## src/rtl/pipeline_control_unit_if.sv

```systemverilog
// Handshake bundle between the hazard/datapath side and pipeline_control_unit.
//   Requests (master -> slave): stall_req, flush_req, mem_req, mem_ready, halt_req
//   Controls (slave -> master): pc_we, if_id_we/flush, id_ex_we/flush,
//                               ex_mem_we/flush, mem_wb_we, halted, timeout_err
//   Perf counters (slave -> master): stall_cnt, flush_cnt, wait_cnt (CNT_W bits each)
interface pipeline_control_unit_if #(
  parameter int unsigned CNT_W = 32
);
  logic             stall_req;
  logic             flush_req;
  logic             mem_req;
  logic             mem_ready;
  logic             halt_req;

  logic             pc_we;
  logic             if_id_we;
  logic             if_id_flush;
  logic             id_ex_we;
  logic             id_ex_flush;
  logic             ex_mem_we;
  logic             ex_mem_flush;
  logic             mem_wb_we;
  logic             halted;
  logic             timeout_err;
  logic [CNT_W-1:0] stall_cnt;
  logic [CNT_W-1:0] flush_cnt;
  logic [CNT_W-1:0] wait_cnt;

  modport master (
    output stall_req, flush_req, mem_req, mem_ready, halt_req,
    input  pc_we, if_id_we, if_id_flush, id_ex_we, id_ex_flush,
           ex_mem_we, ex_mem_flush, mem_wb_we, halted, timeout_err,
           stall_cnt, flush_cnt, wait_cnt
  );

  modport slave (
    input  stall_req, flush_req, mem_req, mem_ready, halt_req,
    output pc_we, if_id_we, if_id_flush, id_ex_we, id_ex_flush,
           ex_mem_we, ex_mem_flush, mem_wb_we, halted, timeout_err,
           stall_cnt, flush_cnt, wait_cnt
  );
endinterface

```

## src/rtl/pipeline_control_unit.sv

```systemverilog
// Pipeline control for a 5-stage core: converts stall/flush/memory-wait/halt requests
// into per-stage write enables and flushes, traps on excessive memory wait and keeps
// saturating performance counters.
//   clk    : rising-edge clock
//   rst_n  : synchronous active-low reset (controls forced to we=0/flush=1 while low)
//   ctrl   : pipeline_control_unit_if.slave (requests in, controls/counters out)
module pipeline_control_unit #(
  parameter int unsigned CNT_W       = 32,
  parameter int unsigned MEM_TIMEOUT = 64
) (
  input logic                    clk,
  input logic                    rst_n,
  pipeline_control_unit_if.slave ctrl
);

  typedef enum logic [1:0] {RUN, MEM_WAIT, HALTED, ERROR} state_t;

  // Timer only needs to count up to MEM_TIMEOUT; it is idle when the trap is disabled.
  localparam int unsigned TW = (MEM_TIMEOUT > 0) ? $clog2(MEM_TIMEOUT + 1) : 1;
  localparam logic [CNT_W-1:0] CNT_MAX = '1;

  state_t          state, stateNext;
  logic [TW-1:0]   waitTimer, waitTimerNext, timerInc;
  logic [CNT_W-1:0] stallCnt, flushCnt, waitCnt;
  logic            timeoutErr;
  logic            incStall, incFlush, incWait, setErr;
  logic            freeze;

  logic pcWe, ifIdWe, ifIdFlush, idExWe, idExFlush, exMemWe, exMemFlush, memWbWe;

  always_ff @(posedge clk) begin
    if (!rst_n) begin
      state      <= RUN;
      waitTimer  <= '0;
      stallCnt   <= '0;
      flushCnt   <= '0;
      waitCnt    <= '0;
      timeoutErr <= 1'b0;
    end else begin
      state     <= stateNext;
      waitTimer <= waitTimerNext;
      if (incStall && stallCnt != CNT_MAX) stallCnt <= stallCnt + 1'b1;
      if (incFlush && flushCnt != CNT_MAX) flushCnt <= flushCnt + 1'b1;
      if (incWait  && waitCnt  != CNT_MAX) waitCnt  <= waitCnt + 1'b1;
      if (setErr) timeoutErr <= 1'b1;
    end
  end

  always_comb begin
    stateNext     = state;
    waitTimerNext = waitTimer;
    incStall      = 1'b0;
    incFlush      = 1'b0;
    incWait       = 1'b0;
    setErr        = 1'b0;
    pcWe          = 1'b1;
    ifIdWe        = 1'b1;
    ifIdFlush     = 1'b0;
    idExWe        = 1'b1;
    idExFlush     = 1'b0;
    exMemWe       = 1'b1;
    exMemFlush    = 1'b0;
    memWbWe       = 1'b1;
    timerInc      = waitTimer + 1'b1;
    // Once waiting, only mem_ready ends the freeze; in RUN a request is needed to start it.
    freeze        = (state == MEM_WAIT) ? !ctrl.mem_ready : (ctrl.mem_req && !ctrl.mem_ready);

    case (state)
      RUN, MEM_WAIT: begin
        if (freeze) begin
          {pcWe, ifIdWe, idExWe, exMemWe, memWbWe} = '0;
          incWait = 1'b1;
          // waitTimer is 0 in RUN, so timerInc is the count of frozen cycles including this one.
          if (MEM_TIMEOUT != 0 && 32'(timerInc) >= MEM_TIMEOUT) begin
            stateNext     = ERROR;
            setErr        = 1'b1;
            waitTimerNext = '0;
          end else begin
            stateNext = MEM_WAIT;
            if (MEM_TIMEOUT != 0) waitTimerNext = timerInc;
          end
        end else begin
          stateNext     = RUN;
          waitTimerNext = '0;
          if (ctrl.halt_req) begin
            {pcWe, ifIdWe, idExWe, exMemWe, memWbWe} = '0;
            stateNext = HALTED;
          end else if (ctrl.flush_req) begin
            ifIdFlush  = 1'b1;
            idExFlush  = 1'b1;
            exMemFlush = 1'b1;
            incFlush   = 1'b1;
          end else if (ctrl.stall_req) begin
            pcWe      = 1'b0;
            ifIdWe    = 1'b0;
            idExFlush = 1'b1;
            incStall  = 1'b1;
          end
        end
      end
      default: begin
        {pcWe, ifIdWe, idExWe, exMemWe, memWbWe} = '0;
      end
    endcase

    if (!rst_n) begin
      {pcWe, ifIdWe, idExWe, exMemWe, memWbWe} = '0;
      {ifIdFlush, idExFlush, exMemFlush}       = '1;
    end
  end

  assign ctrl.pc_we        = pcWe;
  assign ctrl.if_id_we     = ifIdWe;
  assign ctrl.if_id_flush  = ifIdFlush;
  assign ctrl.id_ex_we     = idExWe;
  assign ctrl.id_ex_flush  = idExFlush;
  assign ctrl.ex_mem_we    = exMemWe;
  assign ctrl.ex_mem_flush = exMemFlush;
  assign ctrl.mem_wb_we    = memWbWe;
  assign ctrl.halted       = rst_n && (state == HALTED);
  assign ctrl.timeout_err  = timeoutErr;
  assign ctrl.stall_cnt    = stallCnt;
  assign ctrl.flush_cnt    = flushCnt;
  assign ctrl.wait_cnt     = waitCnt;

endmodule
```

## src/flat_wrapper.sv

```systemverilog
// flat-port wrapper written by rule: the top's interface ports become plain ports
module pipeline_control_unit_flat 
#(
  parameter int unsigned CNT_W       = 32,
  parameter int unsigned MEM_TIMEOUT = 64
)
  (clk, rst_n, ctrl_stall_req, ctrl_flush_req, ctrl_mem_req, ctrl_mem_ready, ctrl_halt_req, ctrl_pc_we, ctrl_if_id_we, ctrl_if_id_flush, ctrl_id_ex_we, ctrl_id_ex_flush, ctrl_ex_mem_we, ctrl_ex_mem_flush, ctrl_mem_wb_we, ctrl_halted, ctrl_timeout_err, ctrl_stall_cnt, ctrl_flush_cnt, ctrl_wait_cnt);
  pipeline_control_unit_if #(.CNT_W(CNT_W)) ctrl_i ();
  input logic clk;
  input logic rst_n;
  input wire logic [$bits(ctrl_i.stall_req)-1:0] ctrl_stall_req;
  input wire logic [$bits(ctrl_i.flush_req)-1:0] ctrl_flush_req;
  input wire logic [$bits(ctrl_i.mem_req)-1:0] ctrl_mem_req;
  input wire logic [$bits(ctrl_i.mem_ready)-1:0] ctrl_mem_ready;
  input wire logic [$bits(ctrl_i.halt_req)-1:0] ctrl_halt_req;
  output wire logic [$bits(ctrl_i.pc_we)-1:0] ctrl_pc_we;
  output wire logic [$bits(ctrl_i.if_id_we)-1:0] ctrl_if_id_we;
  output wire logic [$bits(ctrl_i.if_id_flush)-1:0] ctrl_if_id_flush;
  output wire logic [$bits(ctrl_i.id_ex_we)-1:0] ctrl_id_ex_we;
  output wire logic [$bits(ctrl_i.id_ex_flush)-1:0] ctrl_id_ex_flush;
  output wire logic [$bits(ctrl_i.ex_mem_we)-1:0] ctrl_ex_mem_we;
  output wire logic [$bits(ctrl_i.ex_mem_flush)-1:0] ctrl_ex_mem_flush;
  output wire logic [$bits(ctrl_i.mem_wb_we)-1:0] ctrl_mem_wb_we;
  output wire logic [$bits(ctrl_i.halted)-1:0] ctrl_halted;
  output wire logic [$bits(ctrl_i.timeout_err)-1:0] ctrl_timeout_err;
  output wire logic [$bits(ctrl_i.stall_cnt)-1:0] ctrl_stall_cnt;
  output wire logic [$bits(ctrl_i.flush_cnt)-1:0] ctrl_flush_cnt;
  output wire logic [$bits(ctrl_i.wait_cnt)-1:0] ctrl_wait_cnt;
  assign ctrl_i.stall_req = ctrl_stall_req;
  assign ctrl_i.flush_req = ctrl_flush_req;
  assign ctrl_i.mem_req = ctrl_mem_req;
  assign ctrl_i.mem_ready = ctrl_mem_ready;
  assign ctrl_i.halt_req = ctrl_halt_req;
  assign ctrl_pc_we = ctrl_i.pc_we;
  assign ctrl_if_id_we = ctrl_i.if_id_we;
  assign ctrl_if_id_flush = ctrl_i.if_id_flush;
  assign ctrl_id_ex_we = ctrl_i.id_ex_we;
  assign ctrl_id_ex_flush = ctrl_i.id_ex_flush;
  assign ctrl_ex_mem_we = ctrl_i.ex_mem_we;
  assign ctrl_ex_mem_flush = ctrl_i.ex_mem_flush;
  assign ctrl_mem_wb_we = ctrl_i.mem_wb_we;
  assign ctrl_halted = ctrl_i.halted;
  assign ctrl_timeout_err = ctrl_i.timeout_err;
  assign ctrl_stall_cnt = ctrl_i.stall_cnt;
  assign ctrl_flush_cnt = ctrl_i.flush_cnt;
  assign ctrl_wait_cnt = ctrl_i.wait_cnt;
  pipeline_control_unit #(.CNT_W(CNT_W), .MEM_TIMEOUT(MEM_TIMEOUT)) u_core (.clk(clk), .rst_n(rst_n), .ctrl(ctrl_i));
endmodule
```

## config.mk

```make
export PLATFORM = sky130hd
export DESIGN_NAME = pipeline_control_unit_flat
export DESIGN_NICKNAME = d
export VERILOG_FILES = /design/src/rtl/pipeline_control_unit_if.sv /design/src/rtl/pipeline_control_unit.sv /design/src/flat_wrapper.sv
export SDC_FILE = /design/constraint.sdc
export NUM_CORES = 1
export LEC_CHECK = 0
export ABC_AREA = 0
export BUFFER_PORTS_ARGS = -buffer_cell sky130_fd_sc_hd__buf_2
export CORE_MARGIN = 2
export CORE_UTILIZATION = 40
export CTS_BUF_LIST = sky130_fd_sc_hd__clkbuf_16
export DETAILED_ROUTE_END_ITERATION = 12
export PLACE_DENSITY_LB_ADDON = 0.2
export SYNTH_ARGS = -nofsm -noshare
export SYNTH_HDL_FRONTEND = slang
export SYNTH_SLANG_ARGS = --single-unit
```

## constraint.sdc

```tcl
create_clock -name clk -period 4 [get_ports clk]
set_clock_uncertainty 0.1 [all_clocks]
set_input_delay 0.8 -clock clk [delete_from_list [all_inputs] [get_ports clk]]
set_output_delay 0.8 -clock clk [all_outputs]
set_load 0.02 [all_outputs]
```

==> results <==
- 113 I/O pins were placed.
- The number of buffers inserted for hold repair after clock tree synthesis is 0.
- The post-route total power is 2.171 mW.
- Counting every net in the synthesized netlist gives 658.
- The initial core utilization is 40.95%.
- Clock-pin slew was measured on the worst setup and hold paths at 0.07 ns.
- The post-route minimum period is 3.224 ns.
- The fraction of post-synthesis cell area in the top cell type by area is 39.13%.
- The number of global-route vias before repair is 4627.
- The antenna violation net count after detailed routing is 0.
- The period utilization is 80.61%.
- The most numerous cell in the Yosys netlist is dfxtp_1.
- The most used flip-flop cell after synthesis is dfxtp_1.
- The vertical die dimension is 120.4 um.
- After detailed routing, the average wire length per cell comes to 14.64 um.
- The sequential cell area is 2122 sq um.
- Across every metal layer, demand over resource in global routing totals 18.55%.
- In this run, synthesis inferred 0 flip-flops with an integrated enable.
- Row generation in the floorplan step produced 42 rows.
- The die outline width is 120.4 um.
- The CTS tree is built.
- The multi-input logic area is 3079 sq um.
- In this run the power density over the cells is 339.1 nW/um^2.
- The quantity of gates resized following cts is 0.
- The estimated wirelength of the detail-placed design is 9.479 mm.
- The length in cells of the worst reg-to-reg path is 6.
- The data required time of the critical path is 3.10 ns.
- Setup repair after global routing left no endpoint under its margin.
- Of all nets on the critical path, the largest fanout is 11.
- The number of antenna violations at the first check in global routing is 0.
- TritonCTS created 9 clock buffers.
- The number of setup buffers added after CTS is 0.
- The cell taking the most area after synthesis is dfxtp_1.
- The timing startpoint of the critical path is ctrl_mem_req.
- Ranked by total cell area, the synthesized netlist is headed by dfxtp_1 (39%), a21oi_1 (4.4%), nand2_1 (4.4%).
- The leakage power total is 2.490 nW.
- The final cell area excluding filler cells is 6402 sq um.
- The tool flagged a number of max-cap violations equal to 0.
- The starting DRC count in detailed routing is 250.
- The arrival time of data at the critical path endpoint is 2.32 ns.
- For the worst-skew pair, the clock arrives at the later sink with an insertion delay of 0.36 ns.
- The transition time at the pin with the least slew margin is 1.024 ns.
- The cell area after placement is 6070 sq um.
- The largest single stage delay on the critical path is 0.65 ns.
- The number of setup violations in the final report is 0.
- The distinct cell type count after synthesis is 60.
- Dividing the detail-routed via count by the number of cells gives 5.647.
- The first global-routing pass estimated 22.02 mm of wire.
- The startpoint type of the worst setup path is an input pin.
- After global routing the overflow that remains totals 0.
- The final number of max-transition violations is 0.
- The worst register-to-register path has a setup slack of 1.12 ns.
- For this block, the via count after detailed routing is 5195.
- The standard cell core area is 13240 sq um.
- The die covers 14500 sq um.
- The synthesized netlist cell count is 647.
- For this run, the number of Yosys warnings is 0.
- In this run the tightest slew margin relative to its limit is 31.71%.
- The worst register-to-register path begins at u_core.ctrl.flush_cnt[0].
- The worst setup path is captured at a primary output.
- The path with the worst hold slack has its endpoint at u_core.waitTimer[5].
- The slowest stage cell on the critical path is o21bai_1.
- Along the worst hold path, the cell count comes to 1.
- After synthesis the cells add up to 5423 sq um.
- The share of synthesized flip-flops with an asynchronous set or reset is 0%.
- The final wirelength is 13.47 mm.
- In this design, the critical path's most frequently occurring cell is buf_2.
- The number of nets in the layout is 750.
- The number of antenna cells inserted is 0.
- The number of clock sinks is 106.
- The root buffer cell chosen for the clock tree is clkbuf_16.
- The highest attainable clock frequency is 310.1 MHz.
- Across all hold checks on the routed design, the worst slack comes to 0.3715 ns.
- The first TritonRoute pass finished after 4 iterations.
- The area growth from synthesis to layout is 18.07%.
- Routability-driven placement finished with a final weighted congestion of 0.8471.
- Synthesis inferred 106 register bits.
- The post-synthesis sequential area ratio is 39.13%.
- The run finished with clean final reports.
- The class of the tightest hold or removal check is flip-flop to flip-flop.
- Averaged over all synthesized cells, the footprint is 8.381 sq um.
- No sink is reached through more buffers than the 2 on the longest clock path.
- The fill cell total of the finished layout is 1342.
- In this run the most critical hold path is launched from u_core.waitTimer[5].
- The count of port buffers added during placement is 112.
- The DRC violations left is 0.
- The critical path goes through buf_2 -> o21bai_1 -> and3_1 -> a21boi_0 -> buf_2.
- The core occupancy in the finished layout is 48.35%.
- The worst-case IR drop observed on VDD is 162.5 uV.
- In the final timing run, aggregate negative setup slack is 0 ns.
- By count the netlist is led by dfxtp_1 (106), nand2_1 (64), a21oi_1 (48).
- The final hold violation count is 0.
- The worst register-to-register path ends at u_core.ctrl.flush_cnt[4].
- The critical path is of the input pin to primary output type.
- The layout cell share with drive strength beyond 1 is 19.89%.
- The count of H-tree levels built during CTS is 3.
- The maximum number of pins on one net before global-route repair is 77.
-- placed cells by master, fill, tap and decap left out, types with 6 or more instances in the layout --
cell | Yosys | routed
mux2i_1 | 18 | 18
or4_1 | 20 | 20
o21ai_0 | 29 | 29
nand4_1 | 28 | 28
nor4_1 | 13 | 12
a21oi_1 | 48 | 48
o31ai_1 | 15 | 15
buf_2 | 8 | 112
xor2_1 | 6 | 6
or3_1 | 27 | 27
nor2_1 | 43 | 43
and4_1 | 13 | 13
dfxtp_1 | 106 | 106
a31oi_1 | 7 | 7
and3_1 | 19 | 19
inv_1 | 14 | 13
xnor2_1 | 21 | 21
nand3_1 | 40 | 40
clkbuf_16 | 0 | 9
nand2_1 | 64 | 64
nand2b_1 | 20 | 20
-- state kept, by name, summed over array words and instances (netlist names) --
| name | flops |
|---|---|
| u_core.ctrl.timeout_err | 1 |
| u_core.ctrl.wait_cnt | 32 |
| u_core.state | 2 |
| u_core.waitTimer | 7 |
| u_core.ctrl.flush_cnt | 32 |
| u_core.ctrl.stall_cnt | 32 |
-- worst max path at each step --
stage | end | slack, ns
2_1_floorplan | ctrl_pc_we | 0.78
3_3_place_gp | ctrl_if_id_we | 0.83
3_5_place_dp | u_core.ctrl.stall_cnt[31] | 0.75
4_1_cts | ctrl_if_id_we | 0.78
5_1_grt | ctrl_pc_we | 0.62
6_report | ctrl_if_id_we | 0.78
-- area by class of cell --
class	instances	share of cell area, %
Inverter	14	0.8208
Tap cell	176	3.440
Sequential cell	106	33.14
Clock buffer	9	3.518
Timing Repair Buffer	115	9.302
Clock inverter	7	1.681
Multi-Input combinational cell	493	48.09
-- per-stage QoR --
stage,setup WS (ns),instances
CTS,0.7814,920
detailed placement,0.7522,904
finish,0.7756,920
global route,0.6244,920
floorplan,0.7759,647
global placement,0.8303,904
-- power by group --
part	internal (mW)	total (mW)	switching [mW]
clock	0.606	1.01	0.405
combinational	0.0260	0.0901	0.0641
sequential	1.06	1.07	0.0103
total	1.69	2.17	0.479
-- critical path: cells and delay by family --
| family | cells | cell delay, ns |
|---|---|---|
| AO/OA/AOI/OAI | 2 | 0.89 |
| buffers and inverters | 2 | 0.32 |
| AND/OR/NAND/NOR | 1 | 0.32 |
-- cell families (layout without fill, tap and decap cells) --
kind of cell	Yosys count	count (layout)	synth area share, %
xor+xnor	27	27	4.361
mux	18	18	3.323
flops	106	106	39.13
fa+ha+maj	4	4	0.9230
simple gates	314	314	33.09
buf+inv	48	145	4.199
compound gates	130	130	14.98
-- metal layers --
metal  routed length, um  global-route usage (%)
met1                5950                   23.17
met2                6430                   30.83
met3                 858                   4.151
met4                 225                   7.703
met5                   0                       0
Power figures use the tool's default switching activity.
